$ cat src/rtl/snail_tx.sv
// snail_tx -- serial stimulus transmitter for the snail pattern detector.
//
// Accepts a W-bit word over a valid/ready handshake and shifts it out
// MSB-first on D, one bit per clock. Each word is followed by GAP
// forced-zero cycles, which return the detector to SAD. A shadow copy of
// the detector FSM, clocked from the registered D, produces exp_q: the
// cycle-exact expected detector output Q. The bench side can compare
// exp_q against Q directly.
//
// Handshake: a word is accepted on a rising edge where valid & ready.
// ready is high only in IDLE. valid and data are ignored at every other
// time, so dropping valid or changing data mid-word has no effect.
//
// Ports:
//   clk    in   clock; all state updates on the rising edge
//   _rst   in   asynchronous active-low reset
//   data   in   W-bit word; sampled only on accept
//   valid  in   data is offered
//   ready  out  high only in IDLE
//   D      out  registered serial bit stream to the detector
//   busy   out  high in SEND and GAP
//   exp_q  out  registered expected detector Q
//   hits   out  HOORAY entries for the current or last word
//   done   out  one-cycle pulse on the return to IDLE after a word
module snail_tx #(
    parameter int W   = 8,
    parameter int GAP = 2
) (
    input  logic                   clk,
    input  logic                   _rst,
    input  logic [W-1:0]           data,
    input  logic                   valid,
    output logic                   ready,
    output logic                   D,
    output logic                   busy,
    output logic                   exp_q,
    output logic [$clog2(W+1)-1:0] hits,
    output logic                   done
);

    localparam int HW = $clog2(W + 1);
    localparam int CW = $clog2(W);
    localparam int GW = (GAP > 1) ? $clog2(GAP) : 1;

    typedef enum logic [1:0] {
        S_IDLE = 2'd0,
        S_SEND = 2'd1,
        S_GAP  = 2'd2
    } state_t;

    typedef enum logic [1:0] {
        SH_SAD    = 2'd0,
        SH_HOPE   = 2'd1,
        SH_HOORAY = 2'd2
    } shadow_t;

    state_t          state;
    shadow_t         shadow;
    shadow_t         shadow_nxt;
    logic [W-1:0]    sh;
    logic [CW-1:0]   bitcnt;
    logic [GW-1:0]   gapcnt;
    logic            accept;

    assign ready  = (state == S_IDLE);
    assign accept = valid & ready;

    // Control FSM. sh holds the bits still to be sent: the MSB goes
    // straight into D on accept, so D is registered and the first bit
    // appears one edge after accept.
    always_ff @(posedge clk or negedge _rst) begin
        if (!_rst) begin
            state  <= S_IDLE;
            sh     <= '0;
            bitcnt <= '0;
            gapcnt <= '0;
            D      <= 1'b0;
            busy   <= 1'b0;
            done   <= 1'b0;
        end else begin
            done <= 1'b0;
            case (state)
                S_IDLE: begin
                    D <= 1'b0;
                    if (valid) begin
                        D      <= data[W-1];
                        sh     <= {data[W-2:0], 1'b0};
                        bitcnt <= CW'(W - 1);
                        busy   <= 1'b1;
                        state  <= S_SEND;
                    end
                end
                S_SEND: begin
                    if (bitcnt != '0) begin
                        D      <= sh[W-1];
                        sh     <= {sh[W-2:0], 1'b0};
                        bitcnt <= bitcnt - 1'b1;
                    end else begin
                        D      <= 1'b0;
                        gapcnt <= GW'(GAP - 1);
                        state  <= S_GAP;
                    end
                end
                S_GAP: begin
                    D <= 1'b0;
                    if (gapcnt == '0) begin
                        busy  <= 1'b0;
                        done  <= 1'b1;
                        state <= S_IDLE;
                    end else begin
                        gapcnt <= gapcnt - 1'b1;
                    end
                end
                default: begin
                    D     <= 1'b0;
                    busy  <= 1'b0;
                    state <= S_IDLE;
                end
            endcase
        end
    end

    // Shadow detector transition, driven from the registered D so that
    // exp_q lines up with the real detector's Q on the same clk/_rst.
    always_comb begin
        shadow_nxt = SH_SAD;
        if (D) begin
            case (shadow)
                SH_SAD:    shadow_nxt = SH_HOPE;
                SH_HOPE:   shadow_nxt = SH_HOORAY;
                SH_HOORAY: shadow_nxt = SH_HOPE;
                default:   shadow_nxt = SH_SAD;
            endcase
        end
    end

    // D is zero in the IDLE cycle of an accept, so an accept never
    // coincides with a HOORAY entry; clearing on accept loses nothing.
    always_ff @(posedge clk or negedge _rst) begin
        if (!_rst) begin
            shadow <= SH_SAD;
            exp_q  <= 1'b0;
            hits   <= '0;
        end else begin
            shadow <= shadow_nxt;
            exp_q  <= (shadow_nxt == SH_HOORAY);
            if (accept) begin
                hits <= '0;
            end else if (shadow_nxt == SH_HOORAY && shadow != SH_HOORAY
                         && hits != {HW{1'b1}}) begin
                hits <= hits + 1'b1;
            end
        end
    end

endmodule

$ cat config.mk
export PLATFORM = sky130hd
export DESIGN_NAME = snail_tx
export DESIGN_NICKNAME = d
export VERILOG_FILES = /design/src/rtl/snail_tx.sv
export SDC_FILE = /design/constraint.sdc
export NUM_CORES = 1
export LEC_CHECK = 0
export BUFFER_PORTS_ARGS = -buffer_cell sky130_fd_sc_hd__buf_2
export CORE_MARGIN = 2
export CORE_UTILIZATION = 45
export CTS_CLUSTER_SIZE = 12
export DETAILED_ROUTE_END_ITERATION = 6
export PLACE_DENSITY = 0.68
export RECOVER_POWER = 100
export SYNTH_ARGS = -nofsm -noshare
export SYNTH_HDL_FRONTEND = slang
export SYNTH_SLANG_ARGS = --single-unit
$ cat constraint.sdc
create_clock -name clk -period 2.6 [get_ports clk]
set_clock_uncertainty 0.15 [all_clocks]
set_input_delay 0.52 -clock clk [delete_from_list [all_inputs] [get_ports clk]]
set_output_delay 0.52 -clock clk [all_outputs]
set_load 0.02 [all_outputs]
==> flow_summary.rst <==
.. list-table::
   :header-rows: 1

   * - Metric
     - Value
   * - Leakage dissipation
     - 0.615 nW
   * - Final Core Density
     - 50.8%
   * - Most area-hungry cell type in the Yosys netlist
     - sky130_fd_sc_hd__dfrtp_1
   * - Die outline area
     - 0.00295 sq mm
   * - CTS tree
     - done
   * - Fill cell instance count of the final layout
     - 247
   * - Clock transition at the registers of the reported paths
     - 0.12 ns
   * - Tightest Hold Check Type
     - input port to register
   * - Area fraction of the dominant cell type after synthesis
     - 50.5%
   * - Final routed wire length divided by cell count
     - 12.2 um
   * - Worst setup slack after placement
     - 0.732 ns
   * - Cell count after placement
     - 137
   * - Final instance area
     - 0.00123 sq mm
   * - Overall power of the completed layout
     - 1.27 mW
   * - Warnings from Yosys
     - 0
   * - Placed inst area
     - 0.00124 sq mm
   * - Resized cells post-CTS
     - 0
   * - Initial drt markers
     - 7
   * - Part of the total power dissipated in the clock network
     - 12.8%
   * - Class of the most critical setup path
     - register to register
   * - Worst Setup End Kind
     - register
   * - Final Net Count
     - 127
   * - Worst Hold Slack
     - 0.253 ns
   * - DRT Pass-1 Iters
     - 3
   * - Setup Viol. Count Final
     - 0
   * - F_max
     - 530 MHz
   * - Share of post-route cells with drive strength above 1
     - 22.3%
   * - CORE AREA
     - 0.00243 sq mm
   * - Transition time of the tightest slew-check pin
     - 1.18 ns
   * - Count of placed standard cells in the final layout, fillers left out
     - 142
   * - Number of vias in the routed layout
     - 720
   * - H-Tree Depth
     - 1
   * - Vertical die dimension
     - 54.3 um
   * - Sequential share of the synthesized area
     - 50.5%
   * - Post-synth design cell area
     - 0.00114 sq mm
   * - Source of the critical timing path
     - bitcnt[0]
   * - Net Sw Frac
     - 35.4%
   * - Number of buffers created by CTS
     - 3
   * - Tcrit/Tclk final
     - 72.6%
   * - Post-Route Setup TNS
     - 0 ns
   * - Number of global-route vias before repair
     - 683
   * - Post-synth net total
     - 105
   * - Pin count of the biggest net entering global routing
     - 24
   * - Root buf cell
     - sky130_fd_sc_hd__clkbuf_4
   * - All-Layer GR Usage
     - 14.4%
   * - Synth-to-layout area growth
     - 8.34%
   * - GP Congestion
     - 0.696
   * - Fin worst setup slack
     - 0.713 ns
   * - Number of remaining DRC errors
     - 0
   * - Status
     - finished clean
   * - Antenna diodes
     - 0
   * - Hold_sp
     - data[0]
   * - Global-route wire length before repair
     - 2890 um
   * - Hold violation count in the final report
     - 0
   * - Cells taking the most area after synthesis
     - sky130_fd_sc_hd__dfrtp_1, sky130_fd_sc_hd__mux2_4, sky130_fd_sc_hd__ha_1
   * - Most used flip-flop cell after synthesis
     - sky130_fd_sc_hd__dfrtp_1
   * - Worst slew margin
     - 21.2%
   * - Count of cell types in the netlist
     - 28
   * - Initial Util
     - 46.9%
   * - Mean cell area of the mapped netlist
     - 12.5 sq um
   * - Req. time, crit path
     - 2.66 ns
   * - Total power divided by cell area
     - 1020 mW/mm^2
   * - Relative contribution of sequential cells to total power
     - 45.6%
   * - Worst setup SP type
     - register
   * - Number of instances in the synthesized netlist
     - 91
   * - Async S/R FF share, synth
     - 100%
   * - Floorplan row count
     - 18
   * - TritonCTS Sinks
     - 23
   * - Crit-path max FO
     - 11
   * - RR Startpoint
     - bitcnt[0]
   * - Arr. time, crit path
     - 1.94 ns
   * - Horizontal die dimension
     - 54.3 um
   * - Top cells by count, synth
     - sky130_fd_sc_hd__dfrtp_1, sky130_fd_sc_hd__mux2_4, sky130_fd_sc_hd__inv_1
   * - Clock insertion delay at the later pin of the skew report
     - 0.31 ns
   * - VDD IR max
     - 0.562 mV
   * - Reported max-cap violation count
     - 0
   * - Final ANT Viol Nets
     - 0
   * - Buffers from clock root to sink, at most
     - 2
   * - Number of buffers added on ports
     - 19
   * - DP Wirelength
     - 1210 um
   * - Total wire length
     - 1730 um
   * - Number of enable flip-flop cells after synthesis
     - 0
   * - Buffer count from post-CTS setup fixing
     - 0
   * - Via-to-Cell Ratio
     - 5.07
   * - Combinational share of power
     - 41.6%
   * - Final critical path time including I/O delays and setup
     - 1.89 ns
   * - Pins Over Slew Limit
     - 0
   * - Internal portion of total power
     - 0.817 mW
   * - Flop and latch count out of synthesis
     - 23
   * - Most used standard cell by instance count after synthesis
     - sky130_fd_sc_hd__dfrtp_1
   * - Io pins
     - 20
   * - Overflow left after global routing
     - 0
   * - Power spent charging and discharging nets
     - 0.448 mW
   * - Number of buffers added to fix hold violations after cts
     - 0
   * - Antenna violations before repair
     - 0
   * - Setup repair after global routing missed its margin
     - false
[metal layers]
layer	wire length, um	up-vias	GRT usage, %
li1	-	360	-
met3	84	2	4.92
met1	837	342	16.1
met4	25	0	7.50
met5	0	-	0
met2	779	16	24.1
[state kept, by name, summed over array words and instances (netlist names)]
signal and cells:
D 1, bitcnt 3, busy 1, done 1
exp_q 1, gapcnt 1, hits 4, sh 7
shadow 2, state 2
[worst paths after layout]
| check | to | slack [ns] | cells after the start |
|---|---|---|---|
| min in group asynchronous | shadow[0] | 0.81 | 2 |
| hold reg to reg | shadow[0] | 0.29 | 1 |
| max in group asynchronous | state[0] | 0.79 | 2 |
| hold / removal | sh[1] | 0.25 | 3 |
| setup / recovery | bitcnt[2] | 0.71 | 6 |
| setup reg to reg | bitcnt[2] | 0.71 | 6 |
[worst max-delay path, cell delays in order, from the launching register on]
cell	delay (ns)
sky130_fd_sc_hd__dfrtp_1	0.38
sky130_fd_sc_hd__inv_1	0.05
sky130_fd_sc_hd__ha_1	0.19
sky130_fd_sc_hd__ha_1	0.20
sky130_fd_sc_hd__a211oi_1	0.24
sky130_fd_sc_hd__buf_4	0.23
sky130_fd_sc_hd__mux2_2	0.34
[cell type report]
cell class	instances	area, sq um	share of cell area, %
clock inverters	1	5.00	0.405
clock buffers	3	22.5	1.82
well taps	30	37.5	3.04
inverters	9	33.8	2.74
multi-input cells	55	460	37.3
flip-flops and latches	23	576	46.6
repair buffers	21	100	8.11
[placed cells by master, fill, tap and decap left out, types with 2 or more instances in the layout]
master,instances
sky130_fd_sc_hd__buf_2,9
sky130_fd_sc_hd__mux2_2,3
sky130_fd_sc_hd__o21ai_0,5
sky130_fd_sc_hd__inv_1,9
sky130_fd_sc_hd__o31ai_1,2
sky130_fd_sc_hd__clkbuf_1,10
sky130_fd_sc_hd__nor2_1,2
sky130_fd_sc_hd__ha_1,3
sky130_fd_sc_hd__nand2_1,5
sky130_fd_sc_hd__a21oi_1,4
sky130_fd_sc_hd__nand3b_1,4
sky130_fd_sc_hd__or3_1,2
sky130_fd_sc_hd__clkbuf_4,3
sky130_fd_sc_hd__mux2_4,6
sky130_fd_sc_hd__dfrtp_1,23
sky130_fd_sc_hd__mux2_1,6
[logic make-up after synthesis]
family / after synthesis / share of synthesized area, %
muxes: 15 / 18.8
and+or+nand+nor: 21 / 11.4
DFF: 23 / 50.5
adders and majority gates: 3 / 3.29
buffers and inverters: 13 / 6.69
AOI/OAI and AO/OA: 16 / 9.33
[power groups by stage]
stage / sequential [mW] / clock (mW) / combinational, mW
after floorplan: 0.596 / 0 / 0.511
after global placement: 0.580 / 0 / 0.593
after detailed placement: 0.586 / 0 / 0.613
after CTS: 0.580 / 0.173 / 0.614
after global routing: 0.592 / 0.194 / 0.588
final: 0.577 / 0.162 / 0.526
(Power assumes the default switching activity.)
